<file path="src/rtl/eq2_run_monitor.sv">
// ----------------------------------------------------------------------------
// eq2_run_monitor
//
// Purpose:
//   Sits directly behind a 2-bit equality comparator (eq2). Each accepted
//   operand pair is compared (a == b). The result is forwarded through a
//   single registered output stage. The block also tracks runs of consecutive
//   matches and declares "locked" once RUN_LEN matches in a row have been seen.
//   A saturating mismatch counter is kept for status/debug readout.
//
// Parameters:
//   RUN_LEN  consecutive matches needed to lock (1 .. 2**CNT_W-1)
//   CNT_W    width of the run_len and mismatch_cnt counters
//
// Ports:
//   clk           rising-edge clock
//   rst_n         synchronous active-low reset
//   in_valid      operand pair valid
//   in_ready      stage can accept a pair (combinational from out_ready)
//   a, b          2-bit operands
//   clear         synchronous clear of FSM and counters (not the output reg)
//   out_valid     registered result valid
//   out_ready     downstream accepts result
//   out_eq        registered (a == b) of the last accepted pair
//   locked        high while the FSM is in LOCKED
//   lock_pulse    one-cycle pulse on SEARCH -> LOCKED
//   unlock_pulse  one-cycle pulse on LOCKED -> SEARCH
//   run_len       current consecutive-match count (saturating)
//   mismatch_cnt  mismatches since reset/clear (saturating)
// ----------------------------------------------------------------------------
module eq2_run_monitor #(
    parameter int RUN_LEN = 4,
    parameter int CNT_W   = 8
) (
    input  logic             clk,
    input  logic             rst_n,
    input  logic             in_valid,
    output logic             in_ready,
    input  logic [1:0]       a,
    input  logic [1:0]       b,
    input  logic             clear,
    output logic             out_valid,
    input  logic             out_ready,
    output logic             out_eq,
    output logic             locked,
    output logic             lock_pulse,
    output logic             unlock_pulse,
    output logic [CNT_W-1:0] run_len,
    output logic [CNT_W-1:0] mismatch_cnt
);

    typedef enum logic {
        SEARCH = 1'b0,
        LOCKED = 1'b1
    } state_t;

    // Counters stop at all-ones instead of wrapping.
    localparam logic [CNT_W-1:0] CNT_MAX = '1;
    // A match arriving while run_len equals this value completes the run.
    localparam logic [CNT_W-1:0] LOCK_AT = CNT_W'(RUN_LEN - 1);

    state_t state;
    logic   aeqb;
    logic   accept;

    // eq2 comparator: the 2-bit equality function evaluated on the current
    // operands. Its output is only sampled on an accept, so the operands are
    // don't-care (and may even be X) on any other cycle.
    assign aeqb = (a == b);

    // The single output register can take a new pair whenever it is empty or
    // is being drained this very cycle, which gives full throughput at the
    // cost of a combinational path from out_ready to in_ready.
    assign in_ready = !out_valid || out_ready;
    assign accept   = in_valid && in_ready;

    // One sequential block holds the output register, the counters and the
    // SEARCH/LOCKED FSM. The pulses default low every cycle so they last
    // exactly one cycle. clear wins over a same-cycle accept for the tracking
    // state, but the accepted pair still goes to the output register, which
    // clear never touches. Leaving LOCKED through clear raises no
    // unlock_pulse.
    always_ff @(posedge clk) begin
        if (!rst_n) begin
            out_valid    <= 1'b0;
            out_eq       <= 1'b0;
            state        <= SEARCH;
            locked       <= 1'b0;
            lock_pulse   <= 1'b0;
            unlock_pulse <= 1'b0;
            run_len      <= '0;
            mismatch_cnt <= '0;
        end else begin
            lock_pulse   <= 1'b0;
            unlock_pulse <= 1'b0;

            if (accept) begin
                out_valid <= 1'b1;
                out_eq    <= aeqb;
            end else if (out_ready) begin
                out_valid <= 1'b0;
            end

            if (clear) begin
                state        <= SEARCH;
                locked       <= 1'b0;
                run_len      <= '0;
                mismatch_cnt <= '0;
            end else if (accept) begin
                if (aeqb) begin
                    if (run_len != CNT_MAX) begin
                        run_len <= run_len + CNT_W'(1);
                    end
                    if (state == SEARCH && run_len == LOCK_AT) begin
                        state      <= LOCKED;
                        locked     <= 1'b1;
                        lock_pulse <= 1'b1;
                    end
                end else begin
                    run_len <= '0;
                    if (mismatch_cnt != CNT_MAX) begin
                        mismatch_cnt <= mismatch_cnt + CNT_W'(1);
                    end
                    if (state == LOCKED) begin
                        state        <= SEARCH;
                        locked       <= 1'b0;
                        unlock_pulse <= 1'b1;
                    end
                end
            end
        end
    end

endmodule
</file>
<file path="config.mk">
export PLATFORM = sky130hd
export DESIGN_NAME = eq2_run_monitor
export DESIGN_NICKNAME = d
export VERILOG_FILES = /design/src/rtl/eq2_run_monitor.sv
export SDC_FILE = /design/constraint.sdc
export NUM_CORES = 1
export LEC_CHECK = 0
export BUFFER_PORTS_ARGS = -buffer_cell sky130_fd_sc_hd__buf_2
export CORE_MARGIN = 1
export CORE_UTILIZATION = 45
export CTS_CLUSTER_DIAMETER = 120
export DETAILED_ROUTE_END_ITERATION = 7
export HOLD_SLACK_MARGIN = 0.15
export PLACE_DENSITY_LB_ADDON = 0.25
export SLEW_MARGIN = 0
export SYNTH_ARGS = -nofsm -noshare
export SYNTH_HDL_FRONTEND = slang
export SYNTH_SLANG_ARGS = --single-unit
</file>
<file path="constraint.sdc">
create_clock -name clk -period 2.9 [get_ports clk]
set_clock_uncertainty 0.15 [all_clocks]
set_input_delay 0.58 -clock clk [delete_from_list [all_inputs] [get_ports clk]]
set_output_delay 0.58 -clock clk [all_outputs]
set_load 0.005 [all_outputs]
</file>
==> run metrics <==
outcome=complete, no violations; final count of hold timing violations=0; RSZ-0062 raised after global routing=false; average routed wire per standard cell=14.0 um; crit-path max cell delay=0.43 ns; kind of start point of the critical path=register; total power divided by cell area=410 mW/mm^2; cell family with most CP delay=simple AND/OR/NAND/NOR gates; critical path class=reg -> reg; layout cells sized above 1=23.0%; number of clock sinks seen by CTS=22; final critical-path setup slack=1.03 ns; number of setup buffers added after CTS=0; setup violators final=0; final-report max-slew violation count=0; Worst-Margin Slew=0.707 ns; number of core rows=17; wire length of the first global-routing pass=4290 um; clock-pin transition on the worst setup and hold timing paths=0.12 ns; ant diodes=0; Die Footprint=0.00263 sq mm; leakage=0.500 nW; number of buffers between clock root and the deepest sink=2; Tcrit/Tclk final=64.6%; total power draw=526 uW; CP Capture Type=register; number of I/O port buffers=30; worst rel slew slack=52.7%; worst endpoint required time=2.99 ns; post-place setup slack=0.790 ns; Cells after Synth=132; total routing resource utilization after global routing=22.2%; synthesis warning total=0; Initial DRT Pass Iterations=4; worst path cell trace=ha_1 -> nand4_1 -> o2111ai_1 -> or4_1 -> a31oi_1; residual DRC count=0; critical path buffer and inverter count=0; peak clock frequency supported by timing=0.534 GHz; htree depth=1; synth unique cells=43; vias per inst=5.89; area of the placeable core=0.00225 sq mm; number of gates resized after CTS=0; library cell used as clock root buffer=sky130_fd_sc_hd__clkbuf_4; DP Wirelength=1950 um; initial antenna violation count=0; starting density of the core=48.4%; hold_buf cts=0; TritonCTS buffer count=3; number of routed nets with antenna violations=0; Util after Layout=56.9%; horizontal extent of the die=51.3 um; global-route congestion overflow total=0; area added between synthesis and finish=17.4%; final wirelength=2650 um; min cycle time layout=1.87 ns; pin count of the biggest net entering global routing=15; TritonCTS clock tree=done; cell area after synthesis=0.00109 sq mm; final-stage net count=173; post-synth net total=143; vias after detailed routing=1,113; Final Wtd Congestion=0.868; worst endpoint data arrival time=1.96 ns; clock insertion delay at the later pin of the skew report=0.31 ns; FILL cells=231; largest fanout on the critical path=6; VDD IR max=0.242 mV; number of DRC violations after detailed-routing iteration 0=32; part of the Yosys area used for sequential elements=40.3%; cell type of the slowest stage on the worst timing path=sky130_fd_sc_hd__or4_1; Yosys reg bits=22; Die Span Y=51.3 um; Ports=31; count of max-cap constraint violations=0; path category of the worst min-delay check=reg -> reg; final sum of negative setup slack=0 ns; average instance area after synthesis=8.27 sq um; vias in the first global route=940
[cell usage in the layout, fill, tap and decap left out, types with 3 or more instances in the layout]
master and n:
sky130_fd_sc_hd__buf_2 30, sky130_fd_sc_hd__o21ai_0 4, sky130_fd_sc_hd__clkbuf_4 3, sky130_fd_sc_hd__nor2_1 7, sky130_fd_sc_hd__or3_1 4, sky130_fd_sc_hd__o2111ai_1 3, sky130_fd_sc_hd__nand2_1 18, sky130_fd_sc_hd__and3_1 3
sky130_fd_sc_hd__a21oi_1 10, sky130_fd_sc_hd__nor3_1 6, sky130_fd_sc_hd__dfxtp_1 22, sky130_fd_sc_hd__nand3_1 6, sky130_fd_sc_hd__nand4_1 4, sky130_fd_sc_hd__o211ai_1 4
[final cells by class]
type,count,area (sq um),area share (%)
repair buffers,30,150,11.7
inverters,3,11.3,0.878
clock buffers,4,36.3,2.83
well taps,28,35.0,2.73
flip-flops and latches,22,440,34.3
multi-input cells,102,609,47.5
[cells by family after synthesis]
kind of cell             synth area share, %
multiplexers                           0.916
flip-flops                              40.3
AO/OA/AOI/OAI                           20.7
XOR/XNOR                                1.60
buffers and inverters                   3.89
adder cells (fa/ha/maj)                 2.29
AND/OR/NAND/NOR                         30.2
[through the flow]
step	area [sq um]	std cells	hold WS, ns
global placement	1250	185	0.311
finish	1280	189	0.347
CTS	1280	189	0.357
floorplan	1090	132	0.300
detailed placement	1250	185	0.342
global route	1280	189	0.366
[worst min-delay path, stage by stage, from the launching register on]
cell	delay, ns
sky130_fd_sc_hd__dfxtp_1	0.33
sky130_fd_sc_hd__nand2_1	0.05
sky130_fd_sc_hd__a21boi_0	0.08
[worst paths after layout]
kind	to	from	slack (ns)	cells past startpoint
max reg2reg	run_len[3]	run_len[0]	1.03	5
min reg2reg	out_eq	out_eq	0.35	2
max	run_len[3]	run_len[0]	1.03	5
min	out_eq	out_eq	0.35	2
[flip-flops by register name, indices dropped and copies added (netlist names)]
| signal | cells |
|---|---|
| state | 1 |
| unlock_pulse | 1 |
| out_eq | 1 |
| locked | 1 |
| lock_pulse | 1 |
| run_len | 8 |
| mismatch_cnt | 8 |
| out_valid | 1 |
[report_power, final]
group          switching, mW  internal [mW]  total, mW
sequential           0.00225          0.305      0.307
clock                 0.0943         0.0767      0.171
combinational         0.0313         0.0163     0.0477
total                  0.128          0.398      0.526
[per-layer routing]
metal	wire (um)	GRT usage (%)	vias to the layer above	part of all wire (%)
met4	56	12.2	0	2.1
li1	-	-	553	-
met1	1230	30.7	508	46
met3	194	3.57	6	7.3
met2	1170	32.7	46	44
met5	0	0	-	0
[cell usage after synthesis (all sizes together)]
library cell	n	area (sq um)
dfxtp	22	440
nand2	18	67.6
a21oi	10	50.1
nor2	7	26.3
nand3	6	30.0
nor3	6	30.0
nand4	4	25.0
o211ai	4	30.0
o21ai	4	20.0
or3	4	25.0
and3	3	18.8
clkbuf	3	12.5
inv	3	11.3
nor2b	3	21.3
o2111ai	3	26.3
a211oi	2	15.0
a31oi	2	12.5
buf	2	18.8
ha	2	25.0
nor4	2	12.5
o22ai	2	12.5
or2	2	12.5
or4	2	15.0
xor2	2	17.5
a2111o	1	11.3
a21boi	1	7.51
a41oi	1	8.76
and2	1	6.26
and4	1	8.76
and4b	1	10.0
mux2i	1	10.0
nand2b	1	6.26
nor3b	1	7.51
o21a	1	7.51
o311ai	1	8.76
o31ai	1	7.51
o41ai	1	8.76
or2b	1	7.51
(Power assumes the default switching activity.)
